### src/rtl/seg7_scan_ctrl.sv
// seg7_scan_ctrl: multiplexed hex 7-segment scanner with frame-coherent
// snapshot, leading-zero blanking, anti-ghost guard time and PWM dimming.
// All display outputs are registered one clock behind the scan counters.
// There are no handshakes: value/dp_in/lzb_en are sampled only at the frame
// wrap, and enable/brightness act on the very next clock.
module seg7_scan_ctrl #(
  parameter int NUM_DIGITS    = 4,
  parameter int REFRESH_DIV   = 50000,
  parameter int GUARD         = 16,
  parameter bit AN_ACTIVE_LOW = 1'b1,
  localparam int IDX_W = ($clog2(NUM_DIGITS) < 1) ? 1 : $clog2(NUM_DIGITS)
) (
  input  logic                    clk,
  input  logic                    rst_n,
  input  logic [4*NUM_DIGITS-1:0] value,
  input  logic [NUM_DIGITS-1:0]   dp_in,
  input  logic                    lzb_en,
  input  logic                    enable,
  input  logic [3:0]              brightness,
  output logic [NUM_DIGITS-1:0]   an,
  output logic [6:0]              seg,
  output logic                    dp,
  output logic [3:0]              nibble,
  output logic [IDX_W-1:0]        digit_idx,
  output logic                    frame_start
);

  localparam int PRE_W = $clog2(REFRESH_DIV);

  logic [PRE_W-1:0]        pre_cnt;
  logic [IDX_W-1:0]        idx;
  logic [3:0]              pwm_cnt;
  logic [4*NUM_DIGITS-1:0] snap_value;
  logic [NUM_DIGITS-1:0]   snap_dp;
  logic                    snap_lzb;
  logic                    wrap_d;

  logic                    tick;
  logic                    wrap;
  logic [NUM_DIGITS-1:0]   blank;
  logic                    zero_tail;
  logic [3:0]              cur_nib;
  logic                    cur_dp;
  logic                    cur_blank;
  logic                    lit;
  logic                    drive;
  logic [NUM_DIGITS-1:0]   act;

  // Active-low gfedcba hex font.
  function automatic logic [6:0] hex7(input logic [3:0] n);
    logic [6:0] s;
    case (n)
      4'h0: s = 7'h40;
      4'h1: s = 7'h79;
      4'h2: s = 7'h24;
      4'h3: s = 7'h30;
      4'h4: s = 7'h19;
      4'h5: s = 7'h12;
      4'h6: s = 7'h02;
      4'h7: s = 7'h78;
      4'h8: s = 7'h00;
      4'h9: s = 7'h10;
      4'hA: s = 7'h08;
      4'hB: s = 7'h03;
      4'hC: s = 7'h46;
      4'hD: s = 7'h21;
      4'hE: s = 7'h06;
      default: s = 7'h0E;
    endcase
    return s;
  endfunction

  assign tick = (pre_cnt == PRE_W'(REFRESH_DIV - 1));
  assign wrap = tick && (idx == IDX_W'(NUM_DIGITS - 1));

  // Prescaler, slot index and free-running PWM counter.
  always_ff @(posedge clk or negedge rst_n) begin
    if (!rst_n) begin
      pre_cnt <= '0;
      idx     <= '0;
      pwm_cnt <= 4'd0;
    end else begin
      pwm_cnt <= pwm_cnt + 4'd1;
      if (tick) pre_cnt <= '0;
      else      pre_cnt <= pre_cnt + PRE_W'(1);
      if (wrap)      idx <= '0;
      else if (tick) idx <= idx + IDX_W'(1);
    end
  end

  // Snapshot taken on the wrap edge so a whole frame shows one coherent value.
  always_ff @(posedge clk or negedge rst_n) begin
    if (!rst_n) begin
      snap_value <= '0;
      snap_dp    <= '0;
      snap_lzb   <= 1'b0;
    end else if (wrap) begin
      snap_value <= value;
      snap_dp    <= dp_in;
      snap_lzb   <= lzb_en;
    end
  end

  // Leading-zero mask: digit i>0 blanks when it and every digit above are zero.
  always_comb begin
    blank     = '0;
    zero_tail = 1'b1;
    for (int i = NUM_DIGITS - 1; i >= 0; i--) begin
      zero_tail = zero_tail && (snap_value[4*i +: 4] == 4'h0);
      if (i != 0) blank[i] = snap_lzb && zero_tail;
    end
  end

  // Select the current digit's nibble, dp and blank flag from the snapshot.
  always_comb begin
    cur_nib   = 4'h0;
    cur_dp    = 1'b0;
    cur_blank = 1'b0;
    for (int i = 0; i < NUM_DIGITS; i++) begin
      if (idx == IDX_W'(i)) begin
        cur_nib   = snap_value[4*i +: 4];
        cur_dp    = snap_dp[i];
        cur_blank = blank[i];
      end
    end
  end

  // Anode gating: enable, past the guard window, PWM lit, and not blanked.
  always_comb begin
    lit   = (brightness == 4'hF) || (pwm_cnt < brightness);
    drive = enable && (pre_cnt >= PRE_W'(GUARD)) && lit && !cur_blank;
    act   = '0;
    for (int i = 0; i < NUM_DIGITS; i++) begin
      act[i] = drive && (idx == IDX_W'(i));
    end
  end

  // Output registers; frame_start is delayed twice so it lines up with digit_idx==0.
  always_ff @(posedge clk or negedge rst_n) begin
    if (!rst_n) begin
      an          <= {NUM_DIGITS{AN_ACTIVE_LOW}};
      seg         <= 7'h7F;
      dp          <= 1'b1;
      nibble      <= 4'h0;
      digit_idx   <= '0;
      wrap_d      <= 1'b0;
      frame_start <= 1'b0;
    end else begin
      an          <= AN_ACTIVE_LOW ? ~act : act;
      seg         <= drive ? hex7(cur_nib) : 7'h7F;
      dp          <= drive ? ~cur_dp : 1'b1;
      nibble      <= cur_nib;
      digit_idx   <= idx;
      wrap_d      <= wrap;
      frame_start <= wrap_d;
    end
  end

endmodule

### config.mk
export PLATFORM = sky130hd
export DESIGN_NAME = seg7_scan_ctrl
export DESIGN_NICKNAME = d
export VERILOG_FILES = /design/src/rtl/seg7_scan_ctrl.sv
export SDC_FILE = /design/constraint.sdc
export NUM_CORES = 1
export LEC_CHECK = 0
export CAP_MARGIN = 20
export CORE_MARGIN = 2
export CORE_UTILIZATION = 58
export DETAILED_ROUTE_END_ITERATION = 7
export PLACE_DENSITY = 0.85
export SYNTH_ARGS = -nofsm -noshare
export SYNTH_HDL_FRONTEND = slang
export SYNTH_SLANG_ARGS = --single-unit
### constraint.sdc
create_clock -name clk -period 3.95 [get_ports clk]
set_clock_uncertainty 0.05 [all_clocks]
set_input_delay 0.395 -clock clk [delete_from_list [all_inputs] [get_ports clk]]
set_output_delay 0.395 -clock clk [all_outputs]
set_load 0.01 [all_outputs]
==> impl_results.md <==
* Clk sinks at 63
* Synth top area cells: dfrtp_1, dfstp_2, mux2_4
* Initial core utilization at 59.9%
* Buffers from clock root to sink, at most at 2
* Tcrit/Tclk final at 72.4%
* FMAX at 0.350 GHz
* Hold Buf Count CTS at 0
* RSZ-0062 raised after global routing: no
* Latest clock arrival within the worst-skew pair at 0.34 ns
* Layout area overhead at 24.0%
* Avg WL per Cell at 15.8 um
* First-pass GRT wire length at 10.6 mm
* Mapped Cells at 263
* Setup bufs post-CTS at 0
* Xor/xnor cell area share of the yosys netlist at 4.04%
* Compound-Gate Fraction of Synth Area at 8.07%
* Post-synth top area share at 42.0%
* Worst Hold Margin at 0.147 ns
* Worst path arrival time at 3.03 ns
* Post-DP HPWL at 4.26 mm
* CP Capture Type: register
* Most Crowded Layer GR: met2
* Final setup TNS at 0 ns
* GRT Util Overall at 23.7%
* Syn_area_per_cell at 11.6 um2
* CTS Buf Count at 9
* Main combinational cell family by area after synthesis: simple AND/OR/NAND/NOR gates
* Final min period at 2.86 ns
* Most area-hungry cell type in the Yosys netlist: dfrtp_1
* Met2 usage at 40.8%
* First drt pass iteration count at 4
* Crit Path Max Fanout at 21
* Mux cell area share after synthesis at 10.9%
* Worst slew pin tran at 0.752 ns
* Clk root buf: clkbuf_8
* # DRC at 0
* Mapped Nets at 308
* Number of synthesized flops with an enable pin at 0
* Row Count at 26
* Critical path class: register to register
* Post-synth top flop: dfrtp_1
* Commonest cells after routing, fill and taps aside: dfrtp_1, clkdlybuf4s50_1, nand2_1
* Seq/Total Area, Yosys at 52.4%
* Core Area at 5070 um2
* Status: finished clean
* Max-Slew Margin vs Limit at 49.8%
* Nature of the critical path startpoint: register
* Yosys warns at 0
* GRT overflow at 0
* PwrDens at 375 nW/um2
* Synth cell types at 40
* Share of cells above drive strength 1 at 17.6%
* DIE HEIGHT at 76.4 um
* DRT antenna net count at 0
* CTS tree: done
* H-tree Lvls at 3
* DP Worst Slack at 1.10 ns
* Ports at 47
* Vias at 2153
* Max Slew Vio Count at 0
* Most common cell after layout, fill and taps aside: dfrtp_1
* Ant diodes at 0
* Ys async rst share at 100%
* Adder-cell share of the synthesized area at 7.00%
* Required time worst endpoint at 4.12 ns
* Met3 Resource Use GR at 4.38%
* Leakage at 1.76 nW
* Port Buf Inserts at 46
* Vias in the first global route at 2215
* Worst min path class: input port to async pin
* Largest net degree at the start of global routing at 64
* PnR worst setup slack at 1.09 ns
* Global routing met1 resource utilization at 28.7%
* Starting DRT DRC Count at 152
* Final hold violation count at 0
* Peak supply drop at 0.216 mV
* Mapped Area at 3040 um2
* Antenna violations before repair at 0
* Filler cell count at 379
* Gp weighted congestion at 0.885
* Max-Cap Viols at 0
* Post-synthesis simple-gate area fraction at 14.1%
* Drt via density at 5.55
* Final setup viols at 0
* Synth Register Bits at 63
* Final wirelength at 6.13 mm
* Final Util at 74.2%
* Clock-pin slew on the worst setup and hold paths at 0.07 ns
* Die X-Extent at 76.4 um
* Nets at 358
* Die ar. at 5830 um2
* Post-CTS sizing at 0
## final cells by class
cell class,instances,area (um2),area share [%]
timing repair buffer,48,470,12.5
clock inverter,7,97.6,2.59
inverter,15,56.3,1.49
multi-input combinational,176,1340,35.6
clock buffer,9,124,3.29
tap,70,87.6,2.32
sequential,63,1590,42.2
## stage by stage
step	area (um2)	instances	total power [mW]
global route	3770	388	1.47
detailed placement	3550	372	0.811
global placement	3550	372	0.807
CTS	3770	388	1.42
floorplan	3040	263	0.739
finish	3770	388	1.41
## synth_stat cells (all sizes together), types with 3 or more instances
library cell,n
o211ai,5
nor4,5
nand2,24
nand4,5
inv,15
dfrtp,51
o221ai,4
xor2,9
ha,17
and3,3
mux2,21
buf,3
clkbuf,6
nand3b,4
xnor2,5
dfstp,12
nor2b,4
nor2,18
a21oi,11
o21ai,11
nand3,10
## kinds of logic after synthesis
| family | Yosys count |
|---|---|
| multiplexers | 23 |
| AO/OA/AOI/OAI | 39 |
| buffers and inverters | 24 |
| XOR/XNOR | 14 |
| flip-flops | 63 |
| AND/OR/NAND/NOR | 83 |
| adder cells (fa/ha/maj) | 17 |
## worst max-delay path, stage by stage, from the launching register on
cell and delay [ns]:
dfrtp_1 0.45, nor4_1 0.31, nand2_1 0.18, nor4_4 0.70
nand2_2 0.58, mux2_4 0.46
## registers in the layout (all words and copies together) (netlist names), 4 cells and up
register	flops
nibble	4
pwm_cnt	4
snap_value	16
pre_cnt	16
snap_dp	4
seg	7
an	4
## routing by layer
layer	wire, um	vias up	part of all wire (%)
met5	0	-	0
met4	121	0	2.0
met3	235	13	3.8
met2	3260	73	53
met1	2510	1052	41
li1	-	1015	-
## path summary, 6_finish.rpt
check,slack (ns),endpoint,cells past startpoint,from
worst max register to register,1.09,snap_value[10],5,pre_cnt[11]
worst min-delay path,0.15,snap_value[14],2,rst_n
max in group asynchronous,3.19,snap_value[10],2,rst_n
worst min register to register,0.31,frame_start,0,wrap_d
min in group clk,0.31,frame_start,0,wrap_d
worst max-delay path,1.09,snap_value[10],5,pre_cnt[11]
## report_power, final
part	internal (mW)	total, mW	leakage [nW]	switching [mW]
clock network	0.356	0.611	0.105	0.256
registers	0.670	0.681	0.763	0.0109
logic	0.0668	0.119	0.887	0.0522
Note: power is estimated with default switching activity, not from simulation.
